===== src/rtl/imem_loader_pkg.sv =====
`default_nettype none
// ============================================================================
// Module      : imem_loader_pkg
// Description : Shared loader state encoding and default geometry constants,
//               also consumed by the CPU top level.
// Revision    : 1.0 - initial release
// ============================================================================
package imem_loader_pkg;

    localparam int unsigned c_width      = 12;
    localparam int unsigned c_addr_width = 8;

    typedef enum logic [2:0] {
        IDLE   = 3'd0,
        LOAD   = 3'd1,
        FINISH = 3'd2,
        RUN    = 3'd3,
        ERROR  = 3'd4
    } state_t;

endpackage
`default_nettype wire


===== src/rtl/imem_loader_xor_accum.sv =====
`default_nettype none
// ============================================================================
// Module      : xor_accum
// Description : WIDTH-bit running XOR with synchronous clear and enable.
// Revision    : 1.0 - initial release
// ============================================================================
module xor_accum #(
    parameter int WIDTH = 12
) (
    input  logic             clk,
    input  logic             reset,
    input  logic             clr,
    input  logic             en,
    input  logic [WIDTH-1:0] din,
    output logic [WIDTH-1:0] acc
);

    logic [WIDTH-1:0] r_acc;

    always_ff @(posedge clk or negedge reset) begin
        if (!reset) begin
            r_acc <= '0;
        end else if (clr) begin
            r_acc <= '0;
        end else if (en) begin
            r_acc <= r_acc ^ din;
        end
    end

    assign acc = r_acc;

endmodule
`default_nettype wire


===== src/rtl/imem_loader.sv =====
`default_nettype none
// ============================================================================
// Module      : imem_loader
// Description : Streams a boot image into instruction memory while holding the
//               CPU in reset. Optional feature macro: IMEM_LOADER_CHECKSUM_EN.
// Revision    : 1.0 - initial release
// ============================================================================
module imem_loader
    import imem_loader_pkg::*;
#(
    parameter int WIDTH      = c_width,
    parameter int ADDR_WIDTH = c_addr_width
) (
    input  logic                  clk,
    input  logic                  reset,
    input  logic                  start,
    input  logic                  s_valid,
    input  logic [WIDTH-1:0]      s_data,
    input  logic                  s_last,
    output logic                  s_ready,
    output logic                  imem_we,
    output logic [ADDR_WIDTH-1:0] imem_waddr,
    output logic [WIDTH-1:0]      imem_wdata,
    output logic                  cpu_reset,
    output logic                  busy,
    output logic                  done,
    output logic                  error,
    output logic [ADDR_WIDTH:0]   word_count
);

    localparam logic [ADDR_WIDTH:0] c_depth = {1'b1, {ADDR_WIDTH{1'b0}}};

    state_t                r_state;
    state_t                w_state_nxt;
    logic [ADDR_WIDTH-1:0] r_addr;
    logic [ADDR_WIDTH:0]   r_count;
    logic                  r_we;
    logic [ADDR_WIDTH-1:0] r_waddr;
    logic [WIDTH-1:0]      r_wdata;

    logic                  w_hs;
    logic                  w_write;
    logic                  w_start_load;
    logic [ADDR_WIDTH:0]   w_count_inc;

    assign w_hs         = s_valid && (r_state == LOAD);
    assign w_start_load = start && ((r_state == IDLE) || (r_state == RUN) || (r_state == ERROR));
    assign w_count_inc  = r_count + (ADDR_WIDTH+1)'(1);

`ifdef IMEM_LOADER_CHECKSUM_EN
    logic [WIDTH-1:0] w_xor;

    // The checksum word is consumed by the comparison only; data words feed the XOR.
    assign w_write = w_hs && !s_last;

    xor_accum #(
        .WIDTH (WIDTH)
    ) u_xor_accum (
        .clk   (clk),
        .reset (reset),
        .clr   (w_start_load),
        .en    (w_write),
        .din   (s_data),
        .acc   (w_xor)
    );
`else
    assign w_write = w_hs;
`endif

    always_comb begin
        w_state_nxt = r_state;
        case (r_state)
            IDLE: begin
                if (start) w_state_nxt = LOAD;
            end
            LOAD: begin
                if (w_hs) begin
`ifdef IMEM_LOADER_CHECKSUM_EN
                    if (s_last)
                        w_state_nxt = (s_data == w_xor) ? FINISH : ERROR;
                    else if (w_count_inc == c_depth)
                        w_state_nxt = ERROR;
`else
                    // A last word landing exactly on DEPTH is legal; only a
                    // non-final word there would wrap the address.
                    if (s_last)
                        w_state_nxt = FINISH;
                    else if (w_count_inc == c_depth)
                        w_state_nxt = ERROR;
`endif
                end
            end
            FINISH: w_state_nxt = RUN;
            RUN, ERROR: begin
                if (start) w_state_nxt = LOAD;
            end
            default: w_state_nxt = IDLE;
        endcase
    end

    always_ff @(posedge clk or negedge reset) begin
        if (!reset) begin
            r_state <= IDLE;
            r_addr  <= '0;
            r_count <= '0;
            r_we    <= 1'b0;
            r_waddr <= '0;
            r_wdata <= '0;
        end else begin
            r_state <= w_state_nxt;
            r_we    <= w_write;
            if (w_write) begin
                r_waddr <= r_addr;
                r_wdata <= s_data;
                r_addr  <= r_addr + ADDR_WIDTH'(1);
                r_count <= w_count_inc;
            end
            if (w_start_load) begin
                r_addr  <= '0;
                r_count <= '0;
            end
        end
    end

    assign s_ready    = (r_state == LOAD);
    assign busy       = (r_state == LOAD) || (r_state == FINISH);
    assign done       = (r_state == RUN);
    assign error      = (r_state == ERROR);
    assign cpu_reset  = (r_state != RUN);
    assign imem_we    = r_we;
    assign imem_waddr = r_waddr;
    assign imem_wdata = r_wdata;
    assign word_count = r_count;

endmodule
`default_nettype wire


===== config.mk =====
export PLATFORM = sky130hd
export DESIGN_NAME = imem_loader
export DESIGN_NICKNAME = d
export VERILOG_FILES = /design/src/rtl/imem_loader_pkg.sv /design/src/rtl/imem_loader_xor_accum.sv /design/src/rtl/imem_loader.sv
export SDC_FILE = /design/constraint.sdc
export NUM_CORES = 1
export LEC_CHECK = 0
export ABC_CLOCK_PERIOD_IN_PS = 2400
export CORE_AREA = 2 2 84 86
export DETAILED_ROUTE_END_ITERATION = 7
export DIE_AREA = 0 0 86 88
export PLACE_DENSITY = 0.61
export SLEW_MARGIN = 20
export SYNTH_ARGS = -nofsm -noshare
export SYNTH_HDL_FRONTEND = slang
export SYNTH_SLANG_ARGS = --single-unit

===== constraint.sdc =====
create_clock -name clk -period 2.4 [get_ports clk]
set_clock_uncertainty 0.05 [all_clocks]
set_input_delay 0.48 -clock clk [delete_from_list [all_inputs] [get_ports clk]]
set_output_delay 0.48 -clock clk [all_outputs]
set_load 0.01 [all_outputs]

==> results.tsv <==
metric	value	unit
outcome	finished clean	
dieWidth	86	µm
power.leakage	0.00125	µW
nFillCells	683	
yosysWarnings	0	
netlist_instances	220	
clkTransAtPathRegs	0.08	ns
root_buffer	clkbuf_8	
dp_hpwl	3.11	mm
syn_area	1950	µm²
grt_max_degree	32	
rsz0062_at_grt	false	
vdd_ir_drop_max	0.406	mV
hold_buffers	0	
cts-buffers-inserted	5	
yosys.area.top_type_share	52.7	%
worstPathMaxFanout	8	
synth_seq_cells	41	
cp_num_cells	4	
yosysUniqueCellTypes	33	
rows	30	
nets	294	
drive_gt1_share	6.55	%
p_seq_share	38.6	%
path_buf_inv	2	
synthTopCellsByCount	nand2_1, dfrtp_1, o21ai_0	
synth_top_cell_by_area	dfrtp_1	
start_util	29.3	%
wl_per_cell	12.7	µm
synth_edf_count	0	
avgSynthCellArea	8.86	µm²
critical_path_arrival	1.72	ns
path_cells	nor2b_1 -> nand2_1 -> inv_1 -> clkdlybuf4s50_1	
ys.flop_type	dfrtp_1	
synth_fp_nets	240	
routabilityCongestion	0.819	
power_frac_comb	39.1	%
fmax	0.444	GHz
cp_slowest_stage_delay	0.54	ns
yosysMostFrequentCell	nand2_1	
drc	0	
p_sw	907	µW
tightest_slew	0.576	ns
grtUsageTotal	12.8	%
ys_seq_area_share	52.7	%
drv_cap	0	
vias	1717	
fin_cells	355	
dp_cells	347	
ant_nets	0	
setup_viol	0	
hold_viol_final	0	
final_core_util	40.4	%
place_area	2560	µm²
cpLargestDelayFamily	buffers and inverters	
dieHeight	88	µm
r2r-end	r_state[0]	
async_reset_ff_share	100	%
port_buffers	51	
cellPowerDensity	978	nW/µm²
required	1.87	ns
p_int	1720	µW
setup.worst_path.end_class	output port	
antennaDiodeCount	0	
post_cts_resized	0	
endpoint	done	
dr.first_iter.drc_count	60	
crit_path_start	r_state[0]	
cts.sinks	41	
gr-total-overflow	0	
ff_latch_area	1030	µm²
wl	4.49	mm
io_pins	52	
grt_pass1_vias	1666	
swShare	34.5	%
post_cts_buffers	0	
layout_min_cycle_time	2.25	ns
rrSetupSlack	0.42	ns
reg2reg_depth	5	
slowest_stage	clkdlybuf4s50_1	
fin_crit_sh	93.7	%
timing.hold.ws	0.117	ns
clock_power_share	22.2	%
drt_first_pass_iters	4	
dieArea	7570	µm²
vias_per_cell	4.84	
antenna_found_initial	0	
area_growth	37.8	%
synth.area.top_cells	dfrtp_1, nand2_1, o21ai_0	
report.final.slew_viol_count	0	
core_area	6640	µm²
htreeDepth	2	
crit_type	reg -> out	
relSlewSlack	61.6	%
cts_tree	built	
multi_input_area	876	µm²
final_area	2690	µm²
cp-start-kind	register	
grt_pass1_wl	7.73	mm
insertion_delay	0.30	ns
min_path_type	in -> async	
clk_path_buf_depth	2	
setup_tns	0	ns
r2r-start	word_count[0]	
-- through the flow --
step,setup slack (ns),total power (µW)
2_1_floorplan,0.600,1530
3_3_place_gp,0.339,2050
3_5_place_dp,0.302,2070
4_1_cts,0.138,2670
5_1_grt,0.0243,2840
6_report,0.150,2630
-- cells in the final DEF (no fill, tap or decap), types with 6 or more instances in the layout --
cell type        count
dfrtp_1             41
clkdlybuf4s50_1     50
a21oi_1              7
nand3_1              7
clkbuf_8             6
o21ai_0             18
nor2_1              13
nand2_1             75
nand4_1              6
-- power by group through the flow --
| stage | logic (µW) | clock network [µW] | registers (µW) |
|---|---|---|---|
| 2_1_floorplan | 472 | 0 | 1060 |
| 3_3_place_gp | 1030 | 0 | 1020 |
| 3_5_place_dp | 1050 | 0 | 1030 |
| 4_1_cts | 1050 | 609 | 1010 |
| 5_1_grt | 1160 | 638 | 1040 |
| 6_report | 1030 | 585 | 1010 |
-- metal layers --
metal  vias to the layer above  share of wire, %  GRT usage [%]  routed length, µm
li1                        851                 -              -                  -
met1                       815                47           16.1               2130
met2                        42                46           21.5               2060
met3                         9               4.9           2.92                218
met4                         0               1.9           4.62                 84
met5                         -                 0              0                  0
-- cell type report --
cell class,count,share of cell area (%)
Inverter,2,0.280
Clock buffer,6,3.08
Tap cell,80,3.73
Multi-Input combinational cell,168,32.6
Timing Repair Buffer,56,20.7
Clock inverter,2,1.40
Sequential cell,41,38.2
-- worst reg2reg max path: stages (launching register included) --
cell       delay, ns
dfrtp_1         0.51
and4_1          0.39
and4_1          0.25
a31oi_1         0.13
a2111oi_2       0.38
o21ai_0         0.14
-- registers in the layout, summed over array words and instances, names as in the netlist --
signal,flops
imem_waddr,8
imem_wdata,12
imem_we,1
r_addr,8
r_state,3
word_count,9
-- cells by family after synthesis --
| family | after synthesis | synth area share (%) |
|---|---|---|
| flops | 41 | 52.7 |
| mux | 2 | 1.09 |
| buf+inv | 11 | 2.38 |
| fa+ha+maj | 3 | 1.93 |
| xor+xnor | 7 | 3.15 |
| compound gates | 37 | 11.4 |
| simple gates | 119 | 27.4 |
-- worst min-delay path by stage --
stage	from	end	slack, ns	cells after the start
after floorplan	reset	imem_waddr[0]	0.13	0
after global placement	imem_wdata[7]	imem_wdata[7]	0.41	2
after detailed placement	imem_wdata[7]	imem_wdata[7]	0.41	2
after CTS	reset	imem_wdata[8]	0.14	1
after global routing	reset	imem_wdata[8]	0.16	1
final	reset	imem_wdata[8]	0.12	1
No activity file was read; power rests on OpenSTA's default activity.
